**src/rtl/posit_defines.sv**
```systemverilog
// Shared widths and record types for the ES2 posit product/sum/accumulator datapath.
// Serialized words are {sgn, scale, fraction, inf, zero}, MSB first.
package posit_defines;

    localparam int ABITS      = 16;
    localparam int MBITS      = 24;
    localparam int FBITS      = 11;
    localparam int SBITS_SUM  = 8;
    localparam int SBITS_PROD = 8;

    localparam int POSIT_SERIALIZED_WIDTH_PRODUCT_ES2 = 1 + SBITS_PROD + MBITS + 2;
    localparam int POSIT_SERIALIZED_WIDTH_SUM_ES2     = 1 + SBITS_SUM + ABITS + 2;

    localparam int ACCUM_SHIFT_MAX = ABITS + 1;

    typedef struct packed {
        logic                  sgn;
        logic [SBITS_PROD-1:0] scale;
        logic [MBITS-1:0]      fraction;
        logic                  inf;
        logic                  zero;
    } value_product;

    typedef struct packed {
        logic                 sgn;
        logic [SBITS_SUM-1:0] scale;
        logic [ABITS-1:0]     fraction;
        logic                 inf;
        logic                 zero;
    } value_sum;

    // mag = {carry, hidden, fraction}; scale carries one guard bit above SBITS_SUM
    typedef struct packed {
        logic               sgn;
        logic [SBITS_SUM:0] scale;
        logic [ABITS+1:0]   mag;
        logic               inf;
        logic               zero;
    } value_accum;

    typedef enum logic [2:0] {
        IDLE,
        ALIGN,
        ADD,
        NORM,
        OUT
    } accum_state_t;

endpackage

```
**src/rtl/positaccum_4_raw_product_lzc.sv**
```systemverilog
// Combinational leading-zero counter; count equals WIDTH when the input is all zero.
module posit_lzc #(
    parameter int WIDTH = 18
) (
    input  logic [WIDTH-1:0]         value,
    output logic [$clog2(WIDTH+1)-1:0] count,
    output logic                     all_zero
);
    localparam int CW = $clog2(WIDTH + 1);

    logic found;

    always_comb begin
        count    = CW'(WIDTH);
        found    = 1'b0;
        all_zero = ~|value;
        for (int i = WIDTH - 1; i >= 0; i--) begin
            if (!found && value[i]) begin
                count = CW'(WIDTH - 1 - i);
                found = 1'b1;
            end
        end
    end

endmodule

```
**src/rtl/positaccum_4_raw_product.sv**
```systemverilog
// Raw ES2 product accumulator: one product per 4 cycles, one serialized sum per in_last burst.
// Build macro POSIT_ACCUM_SAT_EN clamps the running scale instead of letting it wrap.
module positaccum_4_raw_product
    import posit_defines::*;
(
    input  logic                                          clk,
    input  logic                                          rst,
    input  logic [POSIT_SERIALIZED_WIDTH_PRODUCT_ES2-1:0] in_data,
    input  logic                                          in_valid,
    input  logic                                          in_last,
    output logic                                          in_ready,
    output logic [POSIT_SERIALIZED_WIDTH_SUM_ES2-1:0]     out_data,
    output logic                                          out_valid,
    input  logic                                          out_ready
);
    localparam int SW  = SBITS_SUM + 1;
    localparam int DW  = SBITS_SUM + 2;
    localparam int MW  = ABITS + 2;
    localparam int SHW = $clog2(ACCUM_SHIFT_MAX + 1);
    localparam int LZW = $clog2(MW + 1);

    // state | meaning
    // IDLE  | waiting for a product, in_ready high
    // ALIGN | shift the smaller-scale operand right
    // ADD   | signed-magnitude add/subtract
    // NORM  | renormalize and write the accumulator
    // OUT   | hold the burst sum until out_ready
    accum_state_t state, state_nxt;

    value_product in_prod;
    value_accum   acc;
    value_sum     out_word;

    logic                  p_sgn, p_inf, p_zero, last_q;
    logic [SBITS_PROD-1:0] p_scale;
    logic [ABITS-1:0]      p_frac;
    logic                  unused_frac_lsb;

    logic [SW-1:0]         p_scale_x;
    logic [MW-1:0]         p_mag;
    logic                  p_skip;
    logic signed [DW-1:0]  d, d_abs;
    logic [SHW-1:0]        shamt;

    logic [SW-1:0]         scale_al;
    logic [MW-1:0]         mag_a, mag_p, sum_mag;
    logic                  sgn_a, sgn_p, sum_sgn;

    logic [LZW-1:0]        lz;
    logic                  sum_is_zero;
    logic [SW-1:0]         n_scale, n_scale_fit;
    logic [MW-1:0]         n_mag;
    logic                  n_zero;

    assign in_prod         = in_data;
    assign unused_frac_lsb = ^in_prod.fraction[MBITS-ABITS-1:0];

    always_ff @(posedge clk) begin
        if (rst) state <= IDLE;
        else     state <= state_nxt;
    end

    always_comb begin
        state_nxt = state;
        in_ready  = 1'b0;
        out_valid = 1'b0;
        case (state)
            IDLE: begin
                in_ready = 1'b1;
                if (in_valid) state_nxt = ALIGN;
            end
            ALIGN: state_nxt = ADD;
            ADD:   state_nxt = NORM;
            NORM:  state_nxt = last_q ? OUT : IDLE;
            OUT: begin
                out_valid = 1'b1;
                if (out_ready) state_nxt = IDLE;
            end
            default: state_nxt = IDLE;
        endcase
    end

    assign p_scale_x = {{(SW-SBITS_PROD){p_scale[SBITS_PROD-1]}}, p_scale};
    assign p_mag     = {1'b0, ~p_zero, p_frac};
    assign p_skip    = p_zero | p_inf;
    assign d         = {acc.scale[SW-1], acc.scale} - {p_scale_x[SW-1], p_scale_x};
    assign d_abs     = d[DW-1] ? -d : d;
    assign shamt     = (d_abs > DW'(ACCUM_SHIFT_MAX)) ? SHW'(ACCUM_SHIFT_MAX) : d_abs[SHW-1:0];

    posit_lzc #(.WIDTH(MW)) u_lzc (
        .value    (sum_mag),
        .count    (lz),
        .all_zero (sum_is_zero)
    );

    always_comb begin
        if (sum_mag[MW-1]) begin
            n_mag   = sum_mag >> 1;
            n_scale = scale_al + SW'(1);
        end else begin
            // normalized magnitudes sit at bit ABITS, i.e. one leading zero
            n_mag   = sum_mag << (lz - LZW'(1));
            n_scale = scale_al + SW'(1) - SW'(lz);
        end
        // re-sign-extend from bit SBITS_SUM-1, wrapping modulo 2^SBITS_SUM
        n_scale_fit = n_scale ^ {n_scale[SW-1] ^ n_scale[SW-2], {(SW-1){1'b0}}};
        n_zero      = sum_is_zero;
`ifdef POSIT_ACCUM_SAT_EN
        if (!n_scale[SW-1] && n_scale[SW-2]) begin
            n_scale_fit = {2'b00, {(SW-2){1'b1}}};
            n_mag       = {2'b01, {ABITS{1'b1}}};
        end else if (n_scale[SW-1] && !n_scale[SW-2]) begin
            n_zero = 1'b1;
        end
`endif
    end

    always_ff @(posedge clk) begin
        if (rst) begin
            acc      <= '0;
            acc.zero <= 1'b1;
            p_sgn    <= 1'b0;
            p_scale  <= '0;
            p_frac   <= '0;
            p_inf    <= 1'b0;
            p_zero   <= 1'b0;
            last_q   <= 1'b0;
            scale_al <= '0;
            mag_a    <= '0;
            mag_p    <= '0;
            sgn_a    <= 1'b0;
            sgn_p    <= 1'b0;
            sum_mag  <= '0;
            sum_sgn  <= 1'b0;
        end else begin
            case (state)
                IDLE: begin
                    if (in_valid) begin
                        p_sgn   <= in_prod.sgn;
                        p_scale <= in_prod.scale;
                        p_frac  <= in_prod.fraction[MBITS-1 -: ABITS];
                        p_inf   <= in_prod.inf;
                        p_zero  <= in_prod.zero;
                        last_q  <= in_last;
                    end
                end
                ALIGN: begin
                    sgn_p <= p_sgn;
                    if (acc.zero) begin
                        scale_al <= p_scale_x;
                        mag_a    <= '0;
                        mag_p    <= p_mag;
                        sgn_a    <= p_sgn;
                    end else if (!d[DW-1]) begin
                        scale_al <= acc.scale;
                        mag_a    <= acc.mag;
                        mag_p    <= p_mag >> shamt;
                        sgn_a    <= acc.sgn;
                    end else begin
                        scale_al <= p_scale_x;
                        mag_a    <= acc.mag >> shamt;
                        mag_p    <= p_mag;
                        sgn_a    <= acc.sgn;
                    end
                end
                ADD: begin
                    if (sgn_a == sgn_p) begin
                        sum_mag <= mag_a + mag_p;
                        sum_sgn <= sgn_a;
                    end else if (mag_a >= mag_p) begin
                        sum_mag <= mag_a - mag_p;
                        sum_sgn <= sgn_a;
                    end else begin
                        sum_mag <= mag_p - mag_a;
                        sum_sgn <= sgn_p;
                    end
                end
                NORM: begin
                    acc.inf <= acc.inf | p_inf;
                    if (!p_skip) begin
                        if (n_zero) begin
                            acc.sgn   <= 1'b0;
                            acc.scale <= '0;
                            acc.mag   <= '0;
                            acc.zero  <= 1'b1;
                        end else begin
                            acc.sgn   <= sum_sgn;
                            acc.scale <= n_scale_fit;
                            acc.mag   <= n_mag;
                            acc.zero  <= 1'b0;
                        end
                    end
                end
                OUT: begin
                    if (out_ready) begin
                        acc      <= '0;
                        acc.zero <= 1'b1;
                    end
                end
                default: ;
            endcase
        end
    end

    always_comb begin
        out_word.sgn      = acc.sgn;
        out_word.scale    = acc.scale[SBITS_SUM-1:0];
        out_word.fraction = acc.mag[ABITS-1:0];
        out_word.inf      = acc.inf;
        out_word.zero     = acc.zero & ~acc.inf;
    end

    assign out_data = (state == OUT) ? out_word : '0;

endmodule

```
**config.mk**
```make
export PLATFORM = sky130hd
export DESIGN_NAME = positaccum_4_raw_product
export DESIGN_NICKNAME = d
export VERILOG_FILES = /design/src/rtl/posit_defines.sv /design/src/rtl/positaccum_4_raw_product_lzc.sv /design/src/rtl/positaccum_4_raw_product.sv
export SDC_FILE = /design/constraint.sdc
export NUM_CORES = 1
export LEC_CHECK = 0
export BUFFER_PORTS_ARGS = -buffer_cell sky130_fd_sc_hd__buf_2
export CAP_MARGIN = 20
export CORE_ASPECT_RATIO = 0.5
export CORE_UTILIZATION = 47
export CTS_BUF_LIST = sky130_fd_sc_hd__clkbuf_4
export CTS_CLUSTER_SIZE = 24
export DETAILED_ROUTE_END_ITERATION = 7
export PLACE_DENSITY = 0.64
export SLEW_MARGIN = 15
export SYNTH_ARGS = -nofsm -noshare
export SYNTH_HDL_FRONTEND = slang
export SYNTH_HIERARCHICAL = 1
export SYNTH_SLANG_ARGS = --single-unit
```
**constraint.sdc**
```tcl
create_clock -name clk -period 4.8 [get_ports clk]
set_input_delay 0.48 -clock clk [delete_from_list [all_inputs] [get_ports clk]]
set_output_delay 0.48 -clock clk [all_outputs]
set_load 0.01 [all_outputs]
```
After elaboration in Yosys (flattened, before gate mapping)
Cells that the tools add are included.
Widths: inputs -> output; s select.

operators by class
  $add $sub $neg = 8
  multiply operators = 0
  divide/modulo/power cells = 0
  $lt $le $gt $ge = 2
  equality and inequality tests = 8
  shift-type cells = 3
  mux-type cells = 63
  bitwise gates (word level) = 7
  reductions and logical operators = 41

operator list
  operator             count
  $mux 18              7
  $mux 5               19
  $pmux 30 s2          1
  $mux 28              2
  $sub 18x18->18       2
  $mux 30              1
  $mux 27              1
  $mux 9               3
  $mux 1               24
  $add 18x18->18       1
  $ge 18x18->1         1
  $reduce_or 18->1     1
  $shl 18x5->18        1
  $shr 17x5->18        1
  $shr 18x5->18        1
  $logic_and 1x1->1    17
  $logic_not 1->1      17
  $pmux 3 s5           1
  $gt 10x6->1 const B  1
  $mux 10              1
  $neg 10->10          1
  $sub 9x8->10         1
  $add 9x1->9 const B  1
  $mux 3               3
  16 further kinds     23

word-level totals
  register bits after elaboration = 127
  bits in latches = 0
  memory bits (writable) = 0
  memory bits (read-only) = 0
  logic and storage cells = 151
  memories kept = 0

Depth between registers and ports, before layout
  depth after elaboration = 59
  mapped depth = 19
  mapped depth without buffers = 16

Hierarchy
Netlist, hierarchy kept.

by module, submodules not included
  module                    instances  cells an instance  area each (µm²)  sequential area each (µm²)
  positaccum_4_raw_product  1          1,510              10,959.3         2,502.4
  posit_lzc                 1          32                 185.2            0.0

Least setup slack after synthesis
No wires, ideal clock.

  path kind = flip-flop to flip-flop
  from = reg sum_mag[15]
  to = reg acc[16] (netlist bit)
  arrival time = 3,937 ps
  path slack = 735 ps
  stages on the path, launching flop included = 17
  path buffers = 3
  period minus slack after synthesis = 4,065 ps
  path through = dfxtp_1 or4_4 nand2b_1 nor2_1 a22o_1 clkbuf_1 inv_1 clkbuf_1 ha_1 buf_1 mux4_2 and2_1 a31oi_1 o21ai_0 a22o_1 a22oi_1 nor2_1

between the ends
  word-level cells in the longest chain between the ends = 53
  elaborated cells on any way between the ends = 69
  classes of those cells = add/sub (1); shift (1); mux (35); reduce/logical (32)

RTL lines
  element                   RTL line                            source
  start: declaration        positaccum_4_raw_product.sv:46      logic [MW-1:0] mag_a, mag_p, sum_mag;
  start signal: assignment  positaccum_4_raw_product.sv:168     sum_mag <= mag_a + mag_p;
  start signal: assignment  positaccum_4_raw_product.sv:171     sum_mag <= mag_a - mag_p;
  start signal: assignment  positaccum_4_raw_product.sv:174     sum_mag <= mag_p - mag_a;
  $logic_and 1x1->1 (*)     positaccum_4_raw_product_lzc.sv:18  if (!found && value[i]) begin
  $mux 1                    positaccum_4_raw_product_lzc.sv:18
  $logic_not 1->1           positaccum_4_raw_product_lzc.sv:18
  $logic_and 1x1->1         positaccum_4_raw_product_lzc.sv:18
  $mux 1                    positaccum_4_raw_product_lzc.sv:18
  $logic_not 1->1           positaccum_4_raw_product_lzc.sv:18
  $logic_and 1x1->1         positaccum_4_raw_product_lzc.sv:18
  $mux 1                    positaccum_4_raw_product_lzc.sv:18
  [38 not listed]           --
  $mux 5 (*)                positaccum_4_raw_product_lzc.sv:18
  named net lz[0]           positaccum_4_raw_product.sv:49      logic [LZW-1:0] lz;
  $sub 5x1->5 (*)           positaccum_4_raw_product.sv:102     n_mag = sum_mag << (lz - LZW'(1));
  $shl 18x5->18 (*)         positaccum_4_raw_product.sv:102
  $mux 18 (*)               positaccum_4_raw_product.sv:97      if (sum_mag[MW-1]) begin
  $mux 28 (*)               positaccum_4_raw_product.sv:181     if (n_zero) begin
  $mux 28 (*)               positaccum_4_raw_product.sv:180     if (!p_skip) begin
  $pmux 30 s2 (*)           positaccum_4_raw_product.sv:136     case (state)
  end: declaration          positaccum_4_raw_product.sv:31      value_accum acc;

The timed path passes the listed nets; every way through them passes the cells marked *. The select of a mux whose other input is x is not followed.
A chain may end at the register's enable or synchronous reset.

Worst setup path after layout
  from = reg p_scale[0]
  to = reg mag_p[13]

between the ends
  word-level cells in the longest chain between the ends = 8

RTL lines
  element                   RTL line                         source
  start: declaration        positaccum_4_raw_product.sv:35   logic [SBITS_PROD-1:0] p_scale;
  start signal: assignment  positaccum_4_raw_product.sv:140  p_scale <= in_prod.scale;
  $sub 9x8->10 (*)          positaccum_4_raw_product.sv:86   assign d = {acc.scale[SW-1], acc.scale} - {p_scale_x[SW-1], p_scale_x};
  $neg 10->10               positaccum_4_raw_product.sv:87   assign d_abs = d[DW-1] ? -d : d;
  $mux 10                   positaccum_4_raw_product.sv:87
  $gt 10x6->1               positaccum_4_raw_product.sv:88   assign shamt = (d_abs > DW'(ACCUM_SHIFT_MAX)) ? SHW'(ACCUM_SHIFT_MAX) : d_abs[SHW-1:0];
  $mux 5                    positaccum_4_raw_product.sv:88
  $shr 17x5->18             positaccum_4_raw_product.sv:157  mag_p <= p_mag >> shamt;
  $mux 18 (*)               positaccum_4_raw_product.sv:154  end else if (!d[DW-1]) begin
  $mux 18 (*)               positaccum_4_raw_product.sv:149  if (acc.zero) begin
  end signal: assignment    positaccum_4_raw_product.sv:152  mag_p <= p_mag;
  end signal: assignment    positaccum_4_raw_product.sv:157
  end signal: assignment    positaccum_4_raw_product.sv:162  mag_p <= p_mag;
  end: declaration          positaccum_4_raw_product.sv:46

Every way passes the cells marked *; elsewhere a longest branch is shown, timed or not.

==> results.json <==
{
  "status": "finished, final reports clean",
  "grt_start_max_net_pins": 72,
  "yosys-top-cells-area": "dfxtp_1 (22%), ha_1 (7.6%), a21oi_1 (7.1%)",
  "ioPinCount": 69,
  "ir_drop_mv": 0.240,
  "crit_path_end_kind": "flop",
  "grt_pass1_vias": 10700,
  "fmaxAchievable_mhz": 219,
  "yosysTopAreaCellShare_pct": 22.5,
  "cts_tree": "yes",
  "synth_most_common_cell": "nand2_1",
  "synth_ff_type": "dfxtp_1",
  "crit_required_ns": 5.25,
  "via_per_inst": 6.34,
  "finalSetupViolCount": 0,
  "design.core.area_um2": 23000,
  "synthCells": 1542,
  "hold_start": "in_data[18]",
  "numPortBuffers": 60,
  "ant_nets": 0,
  "maxCapViolCount": 0,
  "vias": 12000,
  "root_buffer": "clkbuf_4",
  "grt-ovfl-total": 0,
  "start_util_pct": 48.4,
  "total_power_mw": 4.80,
  "seqCellArea_um2": 2500,
  "crit_end": "mag_p[13]",
  "clk_latency_ns": 0.60,
  "cp_max_fo": 28,
  "p_per_area_nw_per_um2": 397,
  "finalCritPeriodShare_pct": 95.0,
  "dr.pass1.iters": 6,
  "grt_use_met3_pct": 9.57,
  "clock-sinks": 125,
  "ys_warn_count": 6,
  "rows": 39,
  "crit_start": "p_scale[0]",
  "grt_pass1_wl_um": 62700,
  "antenna_found_initial": 1,
  "period_minus_slack_ns": 4.56,
  "gr-max-usage-layer": "met1",
  "r2r_start": "p_scale[0]",
  "hpwl_um": 31300,
  "synthArstFlopShare_pct": 0,
  "wire_per_inst_um": 21.7,
  "synthesis.area_um2": 11100,
  "worstSetupPathType": "reg2reg",
  "cts_buffers": 17,
  "synth_edf_count": 0,
  "ys_seq_area_share_pct": 22.5,
  "drive_above_1_share_pct": 11.3,
  "r2r_end": "mag_p[13]",
  "setup_tns_ns": 0,
  "maxSlewHeadroom_pct": 33.3,
  "fillers": 2310,
  "synth.net_count": 1655,
  "grt_setup_unrepaired": "no",
  "dieWidth_um": 220,
  "place_congestion": 1.02,
  "die_y_um": 111,
  "syn2layout_area_growth_pct": 8.42,
  "dieArea_um2": 24400,
  "syn_area_per_cell_um2": 7.23,
  "path_clk_slew_ns": 0.13,
  "drt_iter0_markers": 1395,
  "clockBufferDepth": 2,
  "leakage_nw": 4.82,
  "multi_input_area_um2": 7940,
  "synth-seq-cells": 125,
  "regToRegSetupSlack_ns": 0.24,
  "cp-start-kind": "flop",
  "synthTopCellsByCount": "nand2_1 (194), nor2_1 (163), a21oi_1 (159)",
  "worst_pin_slew_ns": 0.993,
  "wl_um": 41000,
  "grt.met2_usage_pct": 44.4,
  "gr-usage-met1_pct": 52.2,
  "synthDistinctLibCells": 87,
  "synth_top_area_cell": "dfxtp_1",
  "crit_arrival_ns": 5.01,
  "drc": 0,
  "reg2reg_depth": 17,
  "fin_nets": 1681,
  "hold_viol": 0,
  "hold_path.class": "in2reg",
  "maxSlewViolCount": 0,
  "grt_usage_pct": 33.5,
  "fin_skew_ns": 0.0363,
  "cts-htree-levels": 4
}
==> layout make-up <==
cell class / count / area share (%)
Antenna cell: 1 / 0.0207
Tap cell: 307 / 3.18
Clock inverter: 14 / 1.19
Clock buffer: 18 / 1.12
Sequential cell: 125 / 20.7
Multi-Input combinational cell: 1233 / 65.7
Inverter: 84 / 2.61
Timing Repair Buffer: 107 / 5.43
==> flip-flops by register name, summed over array words and instances, names as in the netlist, 3 cells and up <==
register / cells
p_frac: 16
mag_a: 18
scale_al: 8
p_scale: 8
acc: 30
state: 3
sum_mag: 18
mag_p: 17
==> through the flow <==
stage	instances	hold slack, ns	setup slack, ns	area [um2]	utilization (%)
2_1_floorplan	1542	0.436	0.735	11100	-
3_3_place_gp	1856	0.456	0.415	11800	51.2
6_report	1889	0.101	0.241	12100	52.5
4_1_cts	1888	0.0581	0.362	12100	52.4
5_1_grt	1889	0.0487	0.129	12100	52.5
3_5_place_dp	1856	0.469	0.398	11800	51.2
==> critical path, stage by stage (launching register included) <==
cell,delay (ns)
dfxtp_1,0.41
ha_1,0.19
inv_1,0.05
fa_1,0.55
inv_1,0.10
ha_1,0.43
nor3_1,0.08
and2_0,0.16
o31a_1,0.27
o31a_1,0.25
nand4_1,0.29
a21boi_2,0.10
buf_4,0.25
o22ai_1,0.41
nor3_1,0.09
a211oi_1,0.48
buf_4,0.24
a211oi_1,0.05
==> cells in the final DEF, fill, tap and decap left out, types with 14 or more instances in the layout <==
cell,n
nand2_1,194
nor2_1,163
a21oi_1,158
dfxtp_1,125
inv_1,82
o21ai_0,68
ha_1,68
buf_2,59
mux2i_1,50
buf_4,48
nor3_1,39
o22ai_1,37
and2_1,33
xnor2_1,30
a22oi_1,29
a211oi_1,29
nand3_1,24
a31oi_1,21
o21bai_1,20
clkbuf_4,18
nand4_1,14
a21o_1,14
mux2_2,14
==> routing by layer <==
layer  up-vias  routed length [um]
met2       606               16000
met1      5670               20200
li1       5652                   -
met3        43                4310
met4         0                 474
met5         -                   0
==> power breakdown <==
group          leakage (nW)  total (mW)  internal (mW)  switching [mW]
Clock                 0.144       0.756          0.313           0.442
Combinational          3.66        2.83           1.02            1.81
Sequential             1.02        1.21           1.10           0.110
Total                  4.82        4.80           2.43            2.36
==> cell families (layout without fill, tap and decap cells) <==
family | Yosys count | count (layout) | share of synthesized area [%]
mux | 70 | 70 | 7.12
compound gates | 511 | 511 | 30.3
buf+inv | 184 | 223 | 6.46
flops | 125 | 125 | 22.5
other cells | 0 | 1 | 0
fa+ha+maj | 73 | 73 | 8.53
xor+xnor | 44 | 44 | 3.46
simple gates | 535 | 535 | 21.7
==> worst min-delay path by stage <==
stage,to,cells past startpoint
after floorplan,last_q,2
after global placement,acc[28],2
after detailed placement,p_scale[6],2
after CTS,p_scale[1],3
after global routing,p_scale[1],3
final,p_frac[8],3
==> repair_timing <==
action | in CTS | in global routing
resized for setup | 0 | 1
hold buffers | 0 | 0
setup buffers | 0 | 0
endpoints found under the setup margin | 0 | 1
hold endpoints to repair | 0 | 0
No activity file was read; power rests on OpenSTA's default activity.
